**src/rtl/riscv_pkg.sv**
```systemverilog
// Shared RISC-V core definitions: write-back source encodings, load funct3
// values and the write-back stage state type.
package riscv_pkg;

    // Write-back source select
    localparam logic [1:0] WB_ALU  = 2'b00;
    localparam logic [1:0] WB_LOAD = 2'b01;
    localparam logic [1:0] WB_PC4  = 2'b10;
    localparam logic [1:0] WB_IMM  = 2'b11;

    // Load funct3
    localparam logic [2:0] F3_LB  = 3'b000;
    localparam logic [2:0] F3_LH  = 3'b001;
    localparam logic [2:0] F3_LW  = 3'b010;
    localparam logic [2:0] F3_LBU = 3'b100;
    localparam logic [2:0] F3_LHU = 3'b101;

    typedef enum logic [1:0] {
        EMPTY     = 2'b00,
        WAIT_LOAD = 2'b01,
        WRITE     = 2'b10
    } wb_state_t;

endpackage

```
**src/rtl/load_align.sv**
```systemverilog
// Combinational load data alignment and legality check.
//   RDATA  : word-aligned data from data memory
//   TYPE   : load funct3
//   OFFSET : byte offset within the word (address bits [1:0])
//   DATA   : selected byte/half/word, sign- or zero-extended
//   ERR    : misaligned access or unsupported funct3
// Also used by the memory stage to suppress requests for bad loads, so ERR
// must not depend on RDATA.
module load_align
    import riscv_pkg::*;
#(
    parameter int DATA_WIDTH = 32
) (
    input  logic [DATA_WIDTH-1:0] RDATA,
    input  logic [2:0]            TYPE,
    input  logic [1:0]            OFFSET,
    output logic [DATA_WIDTH-1:0] DATA,
    output logic                  ERR
);

    logic [7:0]  byte_sel;
    logic [15:0] half_sel;

    always_comb begin
        case (OFFSET)
            2'd0:    byte_sel = RDATA[7:0];
            2'd1:    byte_sel = RDATA[15:8];
            2'd2:    byte_sel = RDATA[23:16];
            default: byte_sel = RDATA[31:24];
        endcase
        half_sel = OFFSET[1] ? RDATA[31:16] : RDATA[15:0];
    end

    always_comb begin
        DATA = '0;
        ERR  = 1'b0;
        case (TYPE)
            F3_LB:  DATA = {{(DATA_WIDTH-8){byte_sel[7]}}, byte_sel};
            F3_LBU: DATA = {{(DATA_WIDTH-8){1'b0}}, byte_sel};
            F3_LH: begin
                DATA = {{(DATA_WIDTH-16){half_sel[15]}}, half_sel};
                ERR  = OFFSET[0];
            end
            F3_LHU: begin
                DATA = {{(DATA_WIDTH-16){1'b0}}, half_sel};
                ERR  = OFFSET[0];
            end
            F3_LW: begin
                DATA = RDATA;
                ERR  = (OFFSET != 2'd0);
            end
            default: ERR = 1'b1;
        endcase
    end

endmodule

```
**src/rtl/writeback_stage.sv**
```systemverilog
// Final pipeline stage: accepts retiring instructions, waits for load data,
// aligns it and drives the register file write port.
//   IN_*           : instruction from the memory stage (valid/ready)
//   DMEM_RVALID/RDATA : load response, single-cycle pulse
//   WEN/RD_SEL/WB_DATA : register file write port; RD_SEL and WB_DATA are
//                    forced to 0 when not writing so the register file
//                    bypass never matches a stale destination
//   RETIRE/LOAD_EXC : per-instruction completion pulses
module writeback_stage
    import riscv_pkg::*;
#(
    parameter int ADDR_WIDTH = 5,
    parameter int DATA_WIDTH = 32
) (
    input  logic                  CLK,
    input  logic                  RESETN,
    input  logic                  IN_VALID,
    output logic                  IN_READY,
    input  logic [ADDR_WIDTH-1:0] IN_RD_SEL,
    input  logic                  IN_REG_WEN,
    input  logic [1:0]            IN_WB_SEL,
    input  logic [DATA_WIDTH-1:0] IN_ALU_RESULT,
    input  logic [DATA_WIDTH-1:0] IN_PC_PLUS4,
    input  logic [DATA_WIDTH-1:0] IN_IMM,
    input  logic [2:0]            IN_LOAD_TYPE,
    input  logic                  DMEM_RVALID,
    input  logic [DATA_WIDTH-1:0] DMEM_RDATA,
    output logic                  WEN,
    output logic [ADDR_WIDTH-1:0] RD_SEL,
    output logic [DATA_WIDTH-1:0] WB_DATA,
    output logic                  RETIRE,
    output logic                  LOAD_EXC
);

    wb_state_t             state_q, state_d;
    logic [ADDR_WIDTH-1:0] rd_q, rd_d;
    logic                  reg_wen_q, reg_wen_d;
    logic                  exc_q, exc_d;
    logic [DATA_WIDTH-1:0] data_q, data_d;
    logic [2:0]            ltype_q, ltype_d;
    logic [1:0]            off_q, off_d;

    logic                  accept;
    logic                  waiting;
    logic [DATA_WIDTH-1:0] al_data;
    logic                  al_err;

    assign waiting  = (state_q == WAIT_LOAD);
    assign IN_READY = !waiting;
    assign accept   = IN_VALID && IN_READY;

    // One aligner serves both jobs: while waiting it aligns the returning
    // data with the captured type/offset; otherwise it checks legality of
    // the incoming load (its DATA output is unused then).
    load_align #(.DATA_WIDTH(DATA_WIDTH)) u_align (
        .RDATA  (DMEM_RDATA),
        .TYPE   (waiting ? ltype_q : IN_LOAD_TYPE),
        .OFFSET (waiting ? off_q : IN_ALU_RESULT[1:0]),
        .DATA   (al_data),
        .ERR    (al_err)
    );

    always_comb begin
        state_d   = state_q;
        rd_d      = rd_q;
        reg_wen_d = reg_wen_q;
        exc_d     = exc_q;
        data_d    = data_q;
        ltype_d   = ltype_q;
        off_d     = off_q;
        case (state_q)
            WAIT_LOAD: begin
                if (DMEM_RVALID) begin
                    data_d  = al_data;
                    state_d = WRITE;
                end
            end
            default: begin
                if (accept) begin
                    rd_d      = IN_RD_SEL;
                    reg_wen_d = IN_REG_WEN;
                    exc_d     = 1'b0;
                    state_d   = WRITE;
                    case (IN_WB_SEL)
                        WB_LOAD: begin
                            if (al_err) begin
                                // Bad load retires immediately, never writes
                                exc_d  = 1'b1;
                                data_d = '0;
                            end else begin
                                ltype_d = IN_LOAD_TYPE;
                                off_d   = IN_ALU_RESULT[1:0];
                                state_d = WAIT_LOAD;
                            end
                        end
                        WB_PC4:  data_d = IN_PC_PLUS4;
                        WB_IMM:  data_d = IN_IMM;
                        default: data_d = IN_ALU_RESULT;
                    endcase
                end else begin
                    state_d = EMPTY;
                end
            end
        endcase
    end

    always_ff @(posedge CLK or negedge RESETN) begin
        if (!RESETN) begin
            state_q   <= EMPTY;
            rd_q      <= '0;
            reg_wen_q <= 1'b0;
            exc_q     <= 1'b0;
            data_q    <= '0;
            ltype_q   <= '0;
            off_q     <= '0;
        end else begin
            state_q   <= state_d;
            rd_q      <= rd_d;
            reg_wen_q <= reg_wen_d;
            exc_q     <= exc_d;
            data_q    <= data_d;
            ltype_q   <= ltype_d;
            off_q     <= off_d;
        end
    end

    // Outputs decode straight from state so reset clears them asynchronously
    assign RETIRE   = (state_q == WRITE);
    assign LOAD_EXC = RETIRE && exc_q;
    assign WEN      = RETIRE && reg_wen_q && (rd_q != '0) && !exc_q;
    assign RD_SEL   = WEN ? rd_q : '0;
    assign WB_DATA  = WEN ? data_q : '0;

endmodule

```
**config.mk**
```make
export PLATFORM = sky130hd
export DESIGN_NAME = writeback_stage
export DESIGN_NICKNAME = d
export VERILOG_FILES = /design/src/rtl/riscv_pkg.sv /design/src/rtl/load_align.sv /design/src/rtl/writeback_stage.sv
export SDC_FILE = /design/constraint.sdc
export NUM_CORES = 1
export LEC_CHECK = 0
export ABC_AREA = 1
export BUFFER_PORTS_ARGS = -buffer_cell sky130_fd_sc_hd__buf_2
export CAP_MARGIN = 20
export CORE_UTILIZATION = 40
export CTS_BUF_LIST = sky130_fd_sc_hd__clkbuf_16
export DETAILED_ROUTE_END_ITERATION = 10
export GPL_ROUTABILITY_DRIVEN = 0
export PLACE_DENSITY = 0.76
export REMOVE_ABC_BUFFERS = 1
export SYNTH_ARGS = -nofsm -noshare
export SYNTH_HDL_FRONTEND = slang
export SYNTH_SLANG_ARGS = --single-unit
```
**constraint.sdc**
```tcl
create_clock -name CLK -period 2.85 [get_ports CLK]
set_input_delay 0.4275 -clock CLK [delete_from_list [all_inputs] [get_ports CLK]]
set_output_delay 0.4275 -clock CLK [all_outputs]
set_load 0.01 [all_outputs]
```
==> run metrics <==
worst setup skew after layout=3.46 ps; # port buffers=183; source-to-sink clock delay at the later pin of the worst-skew pair=290 ps; outcome=completed; via count of the first global-routing pass=4,797; peak supply drop=229 µV; DRC Markers=0; root buffer cell=sky130_fd_sc_hd__clkbuf_16; highest attainable clock frequency=388 MHz; number of buffers inserted for hold repair after clock tree synthesis=0; layout cells sized above 1=24.2%; routed len/inst=12.7 µm; leading area contributor after synthesis=sky130_fd_sc_hd__nand2_1; number of synthesized flops with an enable pin=0; Pwr per Cell Area=391 nW/µm²; largest cells by area after synthesis=sky130_fd_sc_hd__nand2_1 27%, sky130_fd_sc_hd__dfrtp_1 25%, sky130_fd_sc_hd__nand3_1 20%; number of synthesized register bits=46; cells after synthesis=811; total via count after detailed routing=5,449; Setup-failing EPs final=0; total clock buffers created by CTS=5; data arrival at the endpoint of the critical path=2760 ps; TritonRoute pass-1 iters=5; Slew HR=40.0%; fin. max-slew vios=0; net count of the finished layout=1,109; final-layout setup total negative slack=0 ps; Horiz. Die Dim=108 µm; core area=10,900 µm²; register clock-pin slew on the reported worst setup and hold paths=60 ps; number of filler cells placed in the layout=1,190; startpoint types=flop; worst min-delay path class=primary input to asynchronous set/reset pin; Top FF cell, synth=sky130_fd_sc_hd__dfrtp_1; number of diodes added for antenna fixing=0; highest net fanout along the worst path=33; I/O pin cnt=184; endpoint class of the critical path=flop; Fin Hold WS=76.4 ps; TritonCTS clock tree=done; number of placement rows=38; Reg2Reg Setup Slack=270 ps; Setup Buffers After CTS=0; setup repair after global routing missed its margin=false; htree depth=2; clock buffer depth=2; post-layout minimum cycle time=2580 ps; Final Power=2200 µW; max cap viols=0; Final ANT Viol Nets=0; mean number of vias per cell=4.92; Required @ worst endpoint=3030 ps; maximum number of pins on one net before global-route repair=47; die area=11,700 µm²; post-synthesis async set-or-reset flop share=100%; PostCTS Resize Cnt=0; number of sinks on the clock net=46; routed wire length=14,100 µm; Synth Area per Inst=5.57 µm²; Static Leak=0.00343 µW; Die Span Y=108 µm; Iter 0 DRT Violations=406; global-route total usage across every layer=24.7%; Fin. Hold Viols=0; layout overhead on the synthesized area=24.7%; initial antenna violation count=1; Crit Path Class=flop to flop; area of the mapped netlist=4510 µm²; top cells by count, synth=327 x sky130_fd_sc_hd__nand2_1, 177 x sky130_fd_sc_hd__nand3_1, 80 x sky130_fd_sc_hd__inv_1, 80 x sky130_fd_sc_hd__nor2_1, 46 x sky130_fd_sc_hd__dfrtp_1; Finished Core Util=51.5%; count of cells along the worst register-to-register path=11; placed cells=1,098; sequential area share after synthesis=25.5%; starting utilization of the core area=41.3%; Synthesis Warnings=0; HPWL after DPL=10,800 µm; post-synthesis cell type count=28; destination of the worst register-to-register timing path=data_q[16]; top cell type's share of synthesized area=27.2%; final cycle utilization of the critical path=90.5%; launch point of the worst reg-to-reg path=state_q[0]; wire length of the first global-routing pass=22,900 µm; slew of the pin with the lowest slew margin=897 ps; non-filler instance count after layout=1,107; most frequent cell after synthesis=sky130_fd_sc_hd__nand2_1; total overflow reported by the global router=0
## logic make-up after synthesis
family          Yosys count  share of synthesized area, %
flops                    46                          25.5
buf+inv                 133                          12.7
simple gates            615                          59.4
compound gates           17                          2.41
## power breakdown
group          total (µW)  leakage, µW  internal, µW  switching, µW
clock                 581    0.0000672           321            260
sequential            840     0.000584           766           74.2
combinational         777      0.00278           301            476
total                2200      0.00343          1390            811
## how the worst max path moves through the flow
stage	slack (ps)	end	from
after CTS	250	data_q[16]	state_q[0]
after global placement	420	data_q[13]	state_q[0]
after detailed placement	300	data_q[4]	state_q[0]
after global routing	20	data_q[16]	state_q[0]
after floorplan	50	data_q[0]	state_q[0]
final	270	data_q[16]	state_q[0]
## metal layers
layer / GRT usage (%) / vias to the layer above / part of all wire (%)
li1: - / 2831 / -
met2: 41.0 / 221 / 45
met5: 0 / - / 0.092
met1: 32.7 / 2373 / 45
met4: 7.44 / 2 / 2.1
met3: 3.98 / 22 / 7.2
## flip-flops by register name, summed over array words and instances (netlist names)
register   flops
reg_wen_q      1
off_q          2
exc_q          1
data_q        32
rd_q           5
state_q        2
ltype_q        3
## cell type report
cell class / instances / area (µm²) / area share (%)
multi-input combinational: 632 / 2790 / 49.6
sequential: 46 / 1150 / 20.5
timing repair buffer: 198 / 1050 / 18.7
inverter: 83 / 313 / 5.56
tap: 140 / 175 / 3.11
clock buffer: 5 / 125 / 2.22
clock inverter: 3 / 16.3 / 0.289
## worst max-delay path: stages, from the launching register on
cell and delay, ps:
sky130_fd_sc_hd__dfrtp_1 490, sky130_fd_sc_hd__nand2_4 270, sky130_fd_sc_hd__nand2_2 170, sky130_fd_sc_hd__nand2_4 140, sky130_fd_sc_hd__nand3_4 240, sky130_fd_sc_hd__clkinv_2 200, sky130_fd_sc_hd__nand2_1 130, sky130_fd_sc_hd__nand3_2 100
sky130_fd_sc_hd__nand2_4 210, sky130_fd_sc_hd__nand2_4 250, sky130_fd_sc_hd__nand2_1 180, sky130_fd_sc_hd__nand2_1 60
## metrics by stage
step	area, µm²	setup slack [ps]
final	5630	270
after global routing	5630	16.6
after CTS	5610	253
after detailed placement	5470	300
after global placement	5470	416
after floorplan	4260	48.6
## cell usage in the layout, fill, tap and decap left out, types with 6 or more instances in the layout
| cell | n |
|---|---|
| sky130_fd_sc_hd__o21ai_0 | 6 |
| sky130_fd_sc_hd__nand3_1 | 177 |
| sky130_fd_sc_hd__buf_4 | 13 |
| sky130_fd_sc_hd__nand2_1 | 327 |
| sky130_fd_sc_hd__nor2_1 | 79 |
| sky130_fd_sc_hd__nand3b_1 | 8 |
| sky130_fd_sc_hd__buf_2 | 183 |
| sky130_fd_sc_hd__dfrtp_1 | 46 |
| sky130_fd_sc_hd__nand2_4 | 6 |
| sky130_fd_sc_hd__inv_1 | 80 |
Power figures use the tool's default switching activity.
